**config.mk**
```make
export PLATFORM = sky130hd
export DESIGN_NAME = alien_swarm_flat
export DESIGN_NICKNAME = d
export VERILOG_FILES = /design/src/rtl/alien_swarm_if.sv /design/src/rtl/alien_swarm.sv /design/src/flat_wrapper.sv
export SDC_FILE = /design/constraint.sdc
export NUM_CORES = 1
export LEC_CHECK = 0
export BUFFER_PORTS_ARGS = -buffer_cell sky130_fd_sc_hd__clkbuf_2
export CAP_MARGIN = 25
export CORE_ASPECT_RATIO = 1.2
export CORE_MARGIN = 2
export CORE_UTILIZATION = 67
export DETAILED_ROUTE_END_ITERATION = 7
export PLACE_DENSITY = 0.89
export SLEW_MARGIN = 20
export SYNTH_ARGS = -nofsm -noshare
export SYNTH_HDL_FRONTEND = slang
export SYNTH_SLANG_ARGS = --single-unit
```
**constraint.sdc**
```tcl
create_clock -name clk -period 10.2 [get_ports clk]
set_clock_uncertainty 0.05 [all_clocks]
set_input_delay 2.04 -clock clk [delete_from_list [all_inputs] [get_ports clk]]
set_output_delay 2.04 -clock clk [all_outputs]
set_load 0.02 [all_outputs]
```
**src/rtl/alien_swarm_if.sv**
```systemverilog
// Scan position, kill request and swarm status between the VGA pipeline and the invader layer.
// The VGA/collision side is master; the swarm layer is slave.
interface alien_swarm_if #(
    parameter int IW = 5
);
    logic [11:0]   pixel_row;
    logic [11:0]   pixel_column;
    logic          enable;
    logic          hit_valid;
    logic [IW-1:0] hit_idx;
    logic [3:0]    swarm_output;
    logic          swarm_active;
    logic          hit_ack;
    logic [IW:0]   alive_count;
    logic          frame;
    logic          swarm_landed;
    logic          swarm_cleared;

    modport master (
        output pixel_row, pixel_column, enable, hit_valid, hit_idx,
        input  swarm_output, swarm_active, hit_ack, alive_count, frame,
               swarm_landed, swarm_cleared
    );

    modport slave (
        input  pixel_row, pixel_column, enable, hit_valid, hit_idx,
        output swarm_output, swarm_active, hit_ack, alive_count, frame,
               swarm_landed, swarm_cleared
    );
endinterface

```
**src/rtl/alien_swarm.sv**
```systemverilog
// Invader formation layer: zero-latency sprite render, one-cycle kill ack, stepped march FSM.
// No backpressure: a kill is accepted or ignored in the cycle it is presented.
module alien_swarm #(
    parameter int         ROWS       = 3,
    parameter int         COLS       = 8,
    parameter int         PITCH_X    = 24,
    parameter int         PITCH_Y    = 24,
    parameter int         STEP_X     = 12,
    parameter int         STEP_Y     = 24,
    parameter int         TICK       = 16000000,
    parameter int         LEFT_LIM   = 21,
    parameter int         RIGHT_LIM  = 636,
    parameter int         BOTTOM_LIM = 400,
    parameter int         START_ROW  = 20,
    parameter int         START_COL  = 40,
    parameter logic [3:0] COLOR      = 4'hF
) (
    input  logic          clk,
    input  logic          rst,
    alien_swarm_if.slave  bus
);
    localparam int N  = ROWS * COLS;
    localparam int IW = (N > 1) ? $clog2(N) : 1;
    localparam int TW = (TICK > 1) ? $clog2(TICK) : 1;
    localparam int CW = (COLS > 1) ? $clog2(COLS) : 1;
    localparam int RW = (ROWS > 1) ? $clog2(ROWS) : 1;

    localparam logic [15:0] FRAME0 [16] = '{
        16'h0000, 16'h03C0, 16'h0FF0, 16'h1FF8, 16'h3DBC, 16'h3FFC, 16'h3FFC, 16'h1FF8,
        16'hFFFF, 16'h0E70, 16'h1C38, 16'h3018, 16'h0000, 16'h0000, 16'h0000, 16'h0C30
    };
    localparam logic [15:0] FRAME1 [16] = '{
        16'h0000, 16'h03C0, 16'h0FF0, 16'h1FF8, 16'h3DBC, 16'h3FFC, 16'h3FFC, 16'h1FF8,
        16'hFFFF, 16'h1818, 16'h300C, 16'h6006, 16'h0000, 16'h0000, 16'h0000, 16'h300C
    };

    typedef enum logic [1:0] {MARCH_R, MARCH_L, LANDED, CLEARED} state_t;

    state_t          state_q, state_d;
    logic [11:0]     origin_row, origin_col;
    logic [TW-1:0]   tick_q;
    logic [N-1:0]    alive;
    logic [IW:0]     alive_count;
    logic            frame_q, hit_ack_q, landed_q, cleared_q;

    logic [CW-1:0]   cmin, cmax;
    logic [RW-1:0]   rmax;
    logic [11:0]     right_edge, left_edge, drop_row, drop_bottom;
    logic            marching, tick_done, hit_ok;
    logic            clear_now, step, drop, land;

    // Extent of the living formation, from the registered mask only.
    always_comb begin
        cmin = '0;
        cmax = '0;
        rmax = '0;
        for (int c = COLS - 1; c >= 0; c--)
            for (int r = 0; r < ROWS; r++)
                if (alive[r*COLS + c]) cmin = CW'(c);
        for (int c = 0; c < COLS; c++)
            for (int r = 0; r < ROWS; r++)
                if (alive[r*COLS + c]) cmax = CW'(c);
        for (int r = 0; r < ROWS; r++)
            for (int c = 0; c < COLS; c++)
                if (alive[r*COLS + c]) rmax = RW'(r);
    end

    assign right_edge  = origin_col + 12'(cmax) * 12'(PITCH_X) + 12'(16 + STEP_X);
    assign left_edge   = origin_col + 12'(cmin) * 12'(PITCH_X) + 12'd1;
    assign drop_row    = origin_row + 12'(STEP_Y);
    assign drop_bottom = drop_row + 12'(rmax) * 12'(PITCH_Y) + 12'd16;

    assign marching  = (state_q == MARCH_R) || (state_q == MARCH_L);
    assign tick_done = (tick_q == TW'(TICK - 1));
    assign hit_ok    = bus.hit_valid && ({1'b0, bus.hit_idx} < (IW+1)'(N)) && alive[bus.hit_idx];

    always_ff @(posedge clk) begin
        if (rst) state_q <= MARCH_R;
        else     state_q <= state_d;
    end

    always_comb begin
        state_d = state_q;
        if (clear_now)
            state_d = CLEARED;
        else if (land)
            state_d = LANDED;
        else if (drop)
            state_d = (state_q == MARCH_R) ? MARCH_L : MARCH_R;
    end

    // Clearing wins over any step that would land in the same cycle.
    always_comb begin
        clear_now = (alive_count == '0) && (state_q != CLEARED);
        step      = 1'b0;
        drop      = 1'b0;
        land      = 1'b0;
        if (!clear_now && marching && bus.enable && tick_done) begin
            step = 1'b1;
            drop = (state_q == MARCH_R) ? (right_edge > 12'(RIGHT_LIM))
                                        : (left_edge < 12'(LEFT_LIM + STEP_X));
            land = drop && (drop_bottom >= 12'(BOTTOM_LIM));
        end
    end

    always_ff @(posedge clk) begin
        if (rst) begin
            origin_row  <= 12'(START_ROW);
            origin_col  <= 12'(START_COL);
            tick_q      <= '0;
            alive       <= '1;
            alive_count <= (IW+1)'(N);
            frame_q     <= 1'b0;
            hit_ack_q   <= 1'b0;
            landed_q    <= 1'b0;
            cleared_q   <= 1'b0;
        end else begin
            hit_ack_q <= hit_ok;
            if (hit_ok) begin
                alive[bus.hit_idx] <= 1'b0;
                alive_count        <= alive_count - (IW+1)'(1);
            end
            if (marching && bus.enable)
                tick_q <= tick_done ? '0 : tick_q + TW'(1);
            if (step) begin
                frame_q <= ~frame_q;
                if (drop)
                    origin_row <= drop_row;
                else if (state_q == MARCH_R)
                    origin_col <= origin_col + 12'(STEP_X);
                else
                    origin_col <= origin_col - 12'(STEP_X);
            end
            if (state_d == LANDED)  landed_q  <= 1'b1;
            if (state_d == CLEARED) cleared_q <= 1'b1;
        end
    end

    logic [11:0] base_r, base_c;
    logic [3:0]  ly, lx;
    logic [15:0] bits;
    logic        act, lit;

    // Cells never overlap, so at most one cell claims the current pixel.
    always_comb begin
        act    = 1'b0;
        lit    = 1'b0;
        base_r = '0;
        base_c = '0;
        ly     = '0;
        lx     = '0;
        bits   = '0;
        for (int r = 0; r < ROWS; r++) begin
            for (int c = 0; c < COLS; c++) begin
                base_r = origin_row + 12'(r * PITCH_Y);
                base_c = origin_col + 12'(c * PITCH_X);
                if (alive[r*COLS + c] &&
                    bus.pixel_row    > base_r && bus.pixel_row    <= base_r + 12'd16 &&
                    bus.pixel_column > base_c && bus.pixel_column <= base_c + 12'd16) begin
                    act  = 1'b1;
                    ly   = 4'(bus.pixel_row - base_r - 12'd1);
                    lx   = 4'(bus.pixel_column - base_c - 12'd1);
                    bits = frame_q ? FRAME1[ly] : FRAME0[ly];
                    lit  = bits[4'd15 - lx];
                end
            end
        end
    end

    assign bus.swarm_output  = (act && lit) ? COLOR : 4'd0;
    assign bus.swarm_active  = act;
    assign bus.hit_ack       = hit_ack_q;
    assign bus.alive_count   = alive_count;
    assign bus.frame         = frame_q;
    assign bus.swarm_landed  = landed_q;
    assign bus.swarm_cleared = cleared_q;
endmodule
```
**src/flat_wrapper.sv**
```systemverilog
// flat-port wrapper written by rule: the top's interface ports become plain ports
module alien_swarm_flat 
#(
    parameter int         ROWS       = 3,
    parameter int         COLS       = 8,
    parameter int         PITCH_X    = 24,
    parameter int         PITCH_Y    = 24,
    parameter int         STEP_X     = 12,
    parameter int         STEP_Y     = 24,
    parameter int         TICK       = 16000000,
    parameter int         LEFT_LIM   = 21,
    parameter int         RIGHT_LIM  = 636,
    parameter int         BOTTOM_LIM = 400,
    parameter int         START_ROW  = 20,
    parameter int         START_COL  = 40,
    parameter logic [3:0] COLOR      = 4'hF
)
  (clk, rst, bus_pixel_row, bus_pixel_column, bus_enable, bus_hit_valid, bus_hit_idx, bus_swarm_output, bus_swarm_active, bus_hit_ack, bus_alive_count, bus_frame, bus_swarm_landed, bus_swarm_cleared);
  alien_swarm_if bus_i ();
  input  logic clk;
  input  logic rst;
  input wire logic [$bits(bus_i.pixel_row)-1:0] bus_pixel_row;
  input wire logic [$bits(bus_i.pixel_column)-1:0] bus_pixel_column;
  input wire logic [$bits(bus_i.enable)-1:0] bus_enable;
  input wire logic [$bits(bus_i.hit_valid)-1:0] bus_hit_valid;
  input wire logic [$bits(bus_i.hit_idx)-1:0] bus_hit_idx;
  output wire logic [$bits(bus_i.swarm_output)-1:0] bus_swarm_output;
  output wire logic [$bits(bus_i.swarm_active)-1:0] bus_swarm_active;
  output wire logic [$bits(bus_i.hit_ack)-1:0] bus_hit_ack;
  output wire logic [$bits(bus_i.alive_count)-1:0] bus_alive_count;
  output wire logic [$bits(bus_i.frame)-1:0] bus_frame;
  output wire logic [$bits(bus_i.swarm_landed)-1:0] bus_swarm_landed;
  output wire logic [$bits(bus_i.swarm_cleared)-1:0] bus_swarm_cleared;
  assign bus_i.pixel_row = bus_pixel_row;
  assign bus_i.pixel_column = bus_pixel_column;
  assign bus_i.enable = bus_enable;
  assign bus_i.hit_valid = bus_hit_valid;
  assign bus_i.hit_idx = bus_hit_idx;
  assign bus_swarm_output = bus_i.swarm_output;
  assign bus_swarm_active = bus_i.swarm_active;
  assign bus_hit_ack = bus_i.hit_ack;
  assign bus_alive_count = bus_i.alive_count;
  assign bus_frame = bus_i.frame;
  assign bus_swarm_landed = bus_i.swarm_landed;
  assign bus_swarm_cleared = bus_i.swarm_cleared;
  alien_swarm #(.ROWS(ROWS), .COLS(COLS), .PITCH_X(PITCH_X), .PITCH_Y(PITCH_Y), .STEP_X(STEP_X), .STEP_Y(STEP_Y), .TICK(TICK), .LEFT_LIM(LEFT_LIM), .RIGHT_LIM(RIGHT_LIM), .BOTTOM_LIM(BOTTOM_LIM), .START_ROW(START_ROW), .START_COL(START_COL), .COLOR(COLOR)) u_core (.clk(clk), .rst(rst), .bus(bus_i));
endmodule
```
==> results.cfg <==
[logic_synthesis]
synth_edf_count = 0
ys_types = 87
syn_nets = 1832
synth.area.top_cells = ha_1 24%, dfxtp_1 13%, xnor2_1 8.7%
synth_top_area_share_pct = 24.3
synth_area_per_cell_sq_um = 7.88
yosysTopAreaCell = ha_1
synthTopCellsByCount = 238 x ha_1, 156 x nor2_1, 121 x xnor2_1
synth-seq-area-share_pct = 12.9
yosys_register_bits = 79
postSynthCellCount = 1555
syn_area_sq_um = 12200
async_flop_share_pct = 0
synth_flop_cell = dfxtp_1
synth.most_common_cell = ha_1
ys_warn_count = 0

[setup_path]
crit_arrival_ps = 6210
critical-path-max-stage-delay_ps = 750
crit_type = flip-flop to primary output
r2r_cells = 19
end_kind = primary output
slowest_stage = dfxtp_1
startpoint_type = flip-flop
path_depth = 20
crit_chain = inv_1 -> ha_1 -> a21oi_1 -> nor2b_1 -> xnor2_1 -> nor3_1 -> nor4bb_1 -> xor2_1 -> ha_1 -> a21oi_1 -> o21ai_1 -> a2111oi_0 -> o311a_1 -> o311ai_0 -> a221oi_1 -> a2111oi_0 -> o211a_1 -> a2111o_1 -> nor2b_4 -> clkbuf_2
critPathRequiredTime_ps = 8110
critPathMaxFanout = 14
path_buf_inv = 2
cpLargestDelayFamily = compound AO/OA/AOI/OAI gates

[power]
design_power_total_w = 0.000944
p_leak_nw = 5.44
peakVddDrop_uv = 121
p_per_area_nw_per_um2 = 73.1

[timing]
worst_hold_slack_ps = 454
slew_headroom_pct = 25.0
finalSetupViolations = 0
max_freq_mhz = 121
grt_setup_unrepaired = no
worst_pin_slew_ps = 1110
finalHoldViolCount = 0
slew_viol_final = 0
setup_tns_ps = 0
post-route-period-util_pct = 81.3
min_period_ps = 8300

[drt]
ant_nets = 0
finalWirelength_mm = 33.9
vias_per_cell = 6.69
wl_met3_mm = 1.77
drtPass1Iterations = 8
highest_layer = met4
drt_iter0_markers = 923
drt-met1-wl_mm = 13.1
vias = 12000
drt_drc_violations_left = 0
wl_per_cell_microns = 18.9
dr_wl_met2_mm = 17.0

[grt]
grt_max_degree = 52
grt_pass1_wl_mm = 55.1
grt-ovfl-total = 0
antenna_found_initial = 0
grt_usage_pct = 34.2
grt_pass1_vias = 12100

[floorplan]
num_io_pins = 48
die_y_microns = 152
rows = 54
start_util_pct = 67.9
die_width_microns = 127
die_area_sq_um = 19400
fp.coreArea_sq_um = 18000

[cts]
post-cts-setup-buffer-count = 0
clock_path_buffers = 2
tritoncts.num_buffers = 9
cts_tree = yes
clk_latency_ps = 350
clock-sinks = 79
htree_levels = 3
hold_buffers = 0
cts-resized-gates = 0
root_buffer = clkbuf_16
path_clk_slew_ps = 60

[finish]
drive_above_1_share_pct = 6.37
antenna_cells = 0
syn2layout_area_growth_pct = 5.41
instances_no_fill = 1794
nNetsFinal = 1842
multiInputGateArea_sq_um = 10100
nFillCells = 1379
seqCellArea_sq_um = 1580

[placed_design]
placedCellCount = 1778
dp_hpwl_mm = 26.3
portBuffers = 47
gp_congestion = 0.966

[worst_hold_path]
min_path_cells = 1
min_path_type = flip-flop to flip-flop

[status]
status = finished clean

[job]
drv_cap = 0
-- routing by layer --
metal	track usage (%)	vias to the layer above
met1	36.6	5613
met4	21.2	0
li1	-	5725
met5	0	-
met3	3.77	178
met2	62.9	488
-- path summary, 6_finish.rpt --
check                                            start                                   end  slack (ps)
hold / removal    u_core.bus.swarm_landed$_SDFFE_PP0N_  u_core.bus.swarm_landed$_SDFFE_PP0N_         450
setup reg to reg         u_core.alive[13]$_SDFFE_PP1P_    u_core.origin_col[11]$_SDFFE_PP0P_        3980
hold reg to reg   u_core.bus.swarm_landed$_SDFFE_PP0N_  u_core.bus.swarm_landed$_SDFFE_PP0N_         450
setup / recovery     u_core.origin_col[4]$_SDFFE_PP0P_                   bus_swarm_output[0]        1900
-- cells in the final DEF (no fill, tap or decap), types with 8 or more instances in the layout --
cell type,n
ha_1,238
nor2_1,156
xnor2_1,121
inv_1,100
a21oi_1,93
nand2_1,90
dfxtp_1,79
nand3_1,58
xor2_1,53
clkbuf_2,47
o21ai_0,46
nand4_1,43
nor3_1,34
a21o_1,34
a31oi_1,22
nor4_1,19
o21a_1,19
nor2b_1,16
o211ai_1,16
and3_1,14
a211oi_1,14
mux2i_1,14
or3_1,10
a2111oi_0,10
nand2b_1,9
and2_1,9
o31ai_1,9
clkbuf_16,9
nor3b_1,8
o2111ai_1,8
mux4_2,8
-- kinds of logic (layout without fill, tap and decap cells) --
family,count (synthesis),in the layout,synth area share [%]
multiplexers,28,28,3.17
flip-flops,79,79,12.9
adder cells (fa/ha/maj),244,244,25.3
XOR/XNOR,176,176,12.7
buffers and inverters,158,173,5.05
AO/OA/AOI/OAI,365,365,20.4
AND/OR/NAND/NOR,505,505,20.5
-- sequential cells by signal, summed over array words and instances, names as in the netlist --
register                  flops
u_core.bus.frame              1
u_core.state_q                2
u_core.origin_col            10
u_core.alive                 24
u_core.bus.hit_ack            1
u_core.tick_q                24
u_core.bus.swarm_cleared      1
u_core.bus.swarm_landed       1
u_core.origin_row             9
u_core.bus.alive_count        6
-- power by group --
| part | internal, W | switching, W |
|---|---|---|
| logic | 0.000104 | 0.000161 |
| clock network | 0.000220 | 0.000144 |
| registers | 0.000312 | 0.00000411 |
| total | 0.000636 | 0.000309 |
-- metrics by stage --
| step | setup WS (ps) | util (%) | area [sq um] |
|---|---|---|---|
| after global routing | 1760 | 71.6 | 12900 |
| after floorplan | 2640 | - | 12200 |
| after detailed placement | 2140 | 69.7 | 12600 |
| after CTS | 2150 | 71.5 | 12900 |
| after global placement | 2280 | 69.7 | 12600 |
| final | 1900 | 71.6 | 12900 |
-- cell type report --
cell class                 count  area share, %
tap                          224           2.17
inverter                     106           3.08
clock buffer                   9           1.74
timing repair buffer          51           2.05
multi-input combinational   1318           77.9
sequential                    79           12.2
clock inverter                 7          0.824
(Power assumes the default switching activity.)
